===== config.mk =====
export PLATFORM = sky130hd
export DESIGN_NAME = wb_pipe_reg
export DESIGN_NICKNAME = d
export VERILOG_FILES = /design/src/rtl/wb_pipe_reg.sv
export SDC_FILE = /design/constraint.sdc
export NUM_CORES = 1
export LEC_CHECK = 0
export BUFFER_PORTS_ARGS = -buffer_cell sky130_fd_sc_hd__clkbuf_2
export CAP_MARGIN = 15
export CORE_UTILIZATION = 50
export CTS_CLUSTER_SIZE = 16
export DETAILED_ROUTE_END_ITERATION = 10
export GPL_TIMING_DRIVEN = 0
export MAX_ROUTING_LAYER = met4
export PLACE_DENSITY = 0.9
export SKIP_LAST_GASP = 1
export SLEW_MARGIN = 25
export SYNTH_ARGS = -nofsm -noshare
export SYNTH_HDL_FRONTEND = slang
export SYNTH_SLANG_ARGS = --single-unit

===== constraint.sdc =====
create_clock -name clk -period 5.5 [get_ports clk]
set_input_delay 0.275 -clock clk [delete_from_list [all_inputs] [get_ports clk]]
set_output_delay 0.275 -clock clk [all_outputs]
set_load 0.03 [all_outputs]

===== src/rtl/wb_pipe_reg.sv =====
// wb_pipe_reg: memory-to-writeback pipeline register for the pipelined MIPS core.
// It carries valE/valM and their destination indices through DEPTH register
// stages. The stages can be held (W_stall) or have a NOP loaded into stage 0
// (W_bubble). It also counts the instructions that leave W.
//
// Ports:
//   clk, rst                      clock; asynchronous active-high reset
//   M_valE, m_valM                ALU result / memory read data from M
//   M_dstE, M_dstM                destination indices for valE / valM
//   M_valid                       M holds a real instruction
//   W_stall, W_bubble             hold all stages / load NOP into stage 0
//   W_valE, W_valM                registered data (last stage)
//   W_dstE, W_dstM                registered destinations
//   W_valid                       last stage holds a real instruction
//   W_weE, W_weM                  register-file write enables
//   W_retired                     count of instructions leaving W (wraps)
module wb_pipe_reg #(
  parameter int DATA_W   = 32,
  parameter int REG_W    = 5,
  parameter int DEPTH    = 1,
  parameter int NONE_REG = 0,
  parameter int CNT_W    = 32
) (
  input  logic              clk,
  input  logic              rst,
  input  logic [DATA_W-1:0] M_valE,
  input  logic [DATA_W-1:0] m_valM,
  input  logic [REG_W-1:0]  M_dstE,
  input  logic [REG_W-1:0]  M_dstM,
  input  logic              M_valid,
  input  logic              W_stall,
  input  logic              W_bubble,
  output logic [DATA_W-1:0] W_valE,
  output logic [DATA_W-1:0] W_valM,
  output logic [REG_W-1:0]  W_dstE,
  output logic [REG_W-1:0]  W_dstM,
  output logic              W_valid,
  output logic              W_weE,
  output logic              W_weM,
  output logic [CNT_W-1:0]  W_retired
);

  localparam logic [REG_W-1:0] NONE_IDX = REG_W'(NONE_REG);

  typedef struct packed {
    logic              valid;
    logic [DATA_W-1:0] val_e;
    logic [DATA_W-1:0] val_m;
    logic [REG_W-1:0]  dst_e;
    logic [REG_W-1:0]  dst_m;
    logic              we_e;
    logic              we_m;
  } slot_t;

  localparam slot_t NOP_SLOT = '{
    valid: 1'b0,
    val_e: '0,
    val_m: '0,
    dst_e: NONE_IDX,
    dst_m: NONE_IDX,
    we_e:  1'b0,
    we_m:  1'b0
  };

  slot_t            slot_q [DEPTH];
  slot_t            m_slot;
  logic             we_m;
  logic             we_e;
  logic [CNT_W-1:0] retired_q;

  // Enables are resolved once, on entry. When both ports target the same
  // register, the M port (load data) wins and the E write is suppressed.
  always_comb begin
    we_m = M_valid && (M_dstM != NONE_IDX);
    we_e = M_valid && (M_dstE != NONE_IDX) && !(we_m && (M_dstE == M_dstM));

    m_slot.valid = M_valid;
    m_slot.val_e = M_valE;
    m_slot.val_m = m_valM;
    m_slot.dst_e = M_dstE;
    m_slot.dst_m = M_dstM;
    m_slot.we_e  = we_e;
    m_slot.we_m  = we_m;
  end

  always_ff @(posedge clk or posedge rst) begin
    if (rst) begin
      for (int k = 0; k < DEPTH; k++) begin
        slot_q[k] <= NOP_SLOT;
      end
      retired_q <= '0;
    end else if (!W_stall) begin
      // A bubble clears only stage 0. Older stages keep advancing.
      slot_q[0] <= W_bubble ? NOP_SLOT : m_slot;
      for (int k = 1; k < DEPTH; k++) begin
        slot_q[k] <= slot_q[k-1];
      end
      // An instruction retires when it shifts out of the last stage.
      if (slot_q[DEPTH-1].valid) begin
        retired_q <= retired_q + CNT_W'(1);
      end
    end
  end

  assign W_valid   = slot_q[DEPTH-1].valid;
  assign W_valE    = slot_q[DEPTH-1].val_e;
  assign W_valM    = slot_q[DEPTH-1].val_m;
  assign W_dstE    = slot_q[DEPTH-1].dst_e;
  assign W_dstM    = slot_q[DEPTH-1].dst_m;
  assign W_weE     = slot_q[DEPTH-1].we_e;
  assign W_weM     = slot_q[DEPTH-1].we_m;
  assign W_retired = retired_q;

endmodule


Word level (Yosys, flattened, before mapping)
Index checks and enable logic that the tools add are counted.
{"block": "op_classes", "add_sub_neg": 1, "n_eq_ne": 1, "mux": 1, "bitwise": 1, "reduce_logical": 8}
{"cell": "77-bit two-way mux", "count": 1}
{"cell": "32-bit by 1-bit adder with 32-bit output (second input constant)", "count": 1}
{"cell": "5-bit nonzero test", "count": 2}
{"cell": "5-bit == test", "count": 1}
{"cell": "1-bit logical AND", "count": 4}
{"cell": "2-bit AND reduction", "count": 1}
{"cell": "1-bit zero test", "count": 1}
{"cell": "1-bit inverter", "count": 1}
{"block": "totals", "reg_bits": 109, "inputBits": 79, "out_inout_bits": 109}

Depth between registers and ports, before layout
{"block": "logic_depth", "ltp_word": 6, "depth_mapped": 7}

Least setup slack after synthesis
OpenSTA, ideal clock, no wires.
{"block": "synth_timing", "path_kind": "reg2reg", "startpoint": "register retired_q[2] (netlist: W_retired[2])", "endpoint": "register retired_q[28] (netlist: W_retired[28])", "t_arrival_ns": 1.624, "t_required_ns": 5.366, "setup_slack_ns": 3.742, "path_stages_with_launch": 8, "n_path_buf": 2, "period_less_slack_ns": 1.758, "path_cell_list": "dfrtp_1 and4b_1 buf_4 and4_1 buf_4 and3_4 nand4_1 xnor2_1"}
{"block": "synth_via", "elab_chain_len": 1}
{"item": "start, declared", "line_no": "69", "text": "logic [CNT_W-1:0] retired_q;"}
{"item": "start signal, assigned", "line_no": "100", "text": "retired_q <= retired_q + CNT_W'(1);"}
{"item": "32-bit by 1-bit adder with 32-bit output", "line_no": "100"}
No other way between the ends.
A chain may end at the register's enable or synchronous reset.

Worst setup path in the final report
{"block": "layout_timing", "startpoint": "register retired_q[5] (netlist: W_retired[5])", "endpoint": "register retired_q[13] (netlist: W_retired[13])"}
The elaborated chain is that of the path after synthesis.

==> impl_metrics.py <==
metrics = {
    "worst_hold_path": {
        "hold_class": "primary input to flip-flop",
        "worstHoldStart": "M_valE[0]",
        "min_to": "W_valE[0]",
        "min_path_cells": 2,
    },
    "sta": {
        "fin_ws_ns": 3.80,
        "tns_ns": 0,
        "rsz0062_at_grt": "false",
        "hold_viol": 0,
        "fin_crit_sh": 0.308,
        "period_needed_ns": 1.70,
        "slew_violations": 0,
        "fmax_mhz": 590,
        "worstMarginPinSlew_ns": 0.791,
        "setup_viol_count_final": 0,
        "maxSlewHeadroom": 0.471,
        "fin_skew_ns": 0.0112,
    },
    "synthesis": {
        "synth_cells": 318,
        "synth_seq_cells": 109,
        "synth-xor-area-share": 0.0748,
        "synth_cell_type_count": 26,
        "muxShareOfSynthArea": 0.00267,
        "ys_warn_count": 0,
        "yosys.area_share.simple": 0.0935,
        "yosysSeqAreaShare": 0.647,
        "synth-compound-area-share": 0.158,
        "synth_top_family_by_area": "compound AO/OA/AOI/OAI gates",
        "synth_area_leader_cell": "dfrtp_1",
        "syn_area_sq_mm": 0.00422,
        "synth_area_leaders": "dfrtp_1, a22o_1, xnor2_1",
        "syn_avg_cell_area_sq_um": 13.3,
        "synthAdderAreaFrac": 0.00297,
        "synth_nets": 398,
        "synth_top_area_share": 0.647,
    },
    "global_routing": {
        "grt_pass1_vias": 3316,
        "grt_overflow": 0,
        "grt_max_degree": 57,
        "grt_use_total": 0.244,
        "grt_first_pass_wirelength_mm": 16.3,
        "antenna_found_initial": 0,
    },
    "placement": {
        "io_buffers": 187,
        "place_ws_ns": 3.73,
        "gp_congestion": 0.822,
        "placed_area_sq_mm": 0.00532,
        "dp.cells": 611,
        "place_hpwl_mm": 7.77,
    },
    "floorplanning": {
        "die_w_microns": 93.8,
        "fp.dieH_microns": 93.8,
        "ios": 188,
        "coreArea_sq_mm": 0.00818,
        "fp.dieArea_sq_mm": 0.00880,
        "start_util": 0.516,
        "rows": 33,
    },
    "worst_setup_path": {
        "path_cells": "clkbuf_1 -> and3_1 -> nand3_1 -> nor3_1 -> xor2_1",
        "crit_path_top_delay_cell": "dfrtp_1",
        "cp-end-kind": "flip-flop",
        "worstSetupPathType": "flip-flop to flip-flop",
        "timing.rr.start": "W_retired[5]",
        "reg2reg_to": "W_retired[13]",
        "worstPathRequired_ns": 5.78,
        "cp_max_fo": 8,
        "reg2reg_depth": 5,
        "max_stage_delay_ns": 0.38,
        "reg2reg_slack_ns": 3.80,
        "cp.arrival_ns": 1.98,
        "crit_path_start_kind": "flip-flop",
    },
    "pwr": {
        "powerDensity_mw_per_mm2": 315,
        "p_clk_frac": 0.285,
        "pwr-share-seq": 0.521,
        "swShare": 0.312,
        "worst_ir_drop_vdd_uv": 163,
        "p_int_mw": 1.20,
        "p_switching_mw": 0.544,
        "combPwrFrac": 0.193,
        "power.leakage_nw": 2.98,
        "totalPowerFinal_mw": 1.74,
    },
    "cells_and_area": {
        "ff_latch_area_sq_mm": 0.00273,
        "final_nets": 598,
        "drive_above_1_share": 0.402,
        "syn2layout_area_growth_pct": 31.2,
        "n_fill_cell": 642,
        "final_cell_mix": "clkbuf_2, dfrtp_1, a22o_1",
        "multiInputGateArea_sq_mm": 0.00140,
        "fin_area_sq_mm": 0.00553,
        "final_cells": 628,
        "final_common_cell": "clkbuf_2",
        "antenna_cells": 0,
    },
    "clock_network": {
        "clockBufferDepth": 2,
        "postCtsResizedCells": 0,
        "cts_made_buffers": 9,
        "root_buffer": "clkbuf_8",
        "clkSinkCount": 109,
        "cts_tree": "built",
        "htreeDepth": 3,
        "clk_latency_ns": 0.36,
        "clk_pin_slew_ns": 0.11,
    },
    "routing": {
        "dr.pass1.iters": 4,
        "vias": 3388,
        "drt_iter0_drc": 129,
        "ant_nets": 0,
        "wirelength_mm": 10.4,
        "routedWlPerCell_microns": 16.5,
        "via_per_inst": 5.39,
        "drc": 0,
    },
    "run_status": {
        "status": "completed",
    },
    "flow_run": {
        "drv_cap": 0,
    },
}
==> layer usage <==
metal / routed length (microns) / track usage / vias to the layer above
met5: 0 / - / -
met2: 5300 / 0.408 / 117
met4: 72 / 0.0474 / 0
met1: 4470 / 0.306 / 1698
met3: 526 / 0.0599 / 9
li1: - / - / 1564
==> cell usage after synthesis <==
library cell and number:
buf_4 2, or4_1 2, inv_1 3, o21ai_0 2, nor2b_1 1, o31ai_1 1, nand4_1 10, and4b_1 1
and3_1 5, nor2_1 16, clkbuf_1 17, dfrtp_1 109, nor3_1 2, nor4_1 1, nand3_1 12, nand4_4 1
xor2_1 14, a22o_1 73, and4_1 4, o41ai_1 1, xnor2_1 22, nand2_1 14, nand2b_1 2, and3_4 1
ha_1 1, mux2_2 1
==> stage by stage <==
stage,hold WS [ns],utilization
after floorplan,0.382,-
after global placement,0.456,0.646
after detailed placement,0.355,0.650
after CTS,0.102,0.677
after global routing,0.0904,0.677
final,0.118,0.677
==> how the worst max path moves through the flow <==
stage                             from            end  slack (ns)  cells after the start
after floorplan                    rst      W_dstE[0]        2.35                      1
after global placement             rst      W_dstE[2]        1.40                      2
after detailed placement       W_stall      W_valE[2]        3.73                      4
after CTS                 W_retired[2]  W_retired[28]        3.82                      7
after global routing      W_retired[5]  W_retired[13]        3.69                      5
final                     W_retired[5]  W_retired[13]        3.80                      5
==> critical path: cells and delay by family, from the launching register on <==
kind                   cells  cell delay [ns]
AND/OR/NAND/NOR            3             0.81
flip-flops                 1             0.38
buffers and inverters      1             0.27
XOR/XNOR                   1             0.17
==> sequential cells by signal, indices dropped and copies added (netlist names) <==
signal	cells
W_retired	32
W_valE	32
W_valM	32
W_dstE	5
W_dstM	5
W_valid	1
W_weE	1
W_weM	1
==> cells by family after synthesis <==
| kind of cell | count (synthesis) |
|---|---|
| adders and majority gates | 1 |
| buffers and inverters | 22 |
| muxes | 1 |
| and+or+nand+nor | 72 |
| AOI/OAI and AO/OA | 77 |
| xor gates and xnor gates | 36 |
| DFF | 109 |
==> power by group through the flow <==
| stage | sequential, mW | combinational [mW] | clock [mW] |
|---|---|---|---|
| floorplan | 1.04 | 0.0943 | 0 |
| global placement | 0.920 | 0.327 | 0 |
| detailed placement | 0.923 | 0.340 | 0 |
| CTS | 0.909 | 0.340 | 0.510 |
| global route | 0.918 | 0.361 | 0.541 |
| finish | 0.909 | 0.337 | 0.497 |
==> cell type report <==
type,count,area share
plain buffers,19,0.0142
clock buffers,10,0.0249
clock inverters,6,0.0124
inverters,3,0.00294
multi-input cells,187,0.253
flip-flops and latches,109,0.493
well taps,105,0.0237
repair buffers,189,0.176
==> repair_timing <==
action / 4_1_cts / 5_1_grt
setup endpoints to repair: 0 / 0
buffers inserted: 0 / 0
endpoints found under the hold margin: 53 / 0
hold buffers: 1 / 0
Note: power is estimated with default switching activity, not from simulation.
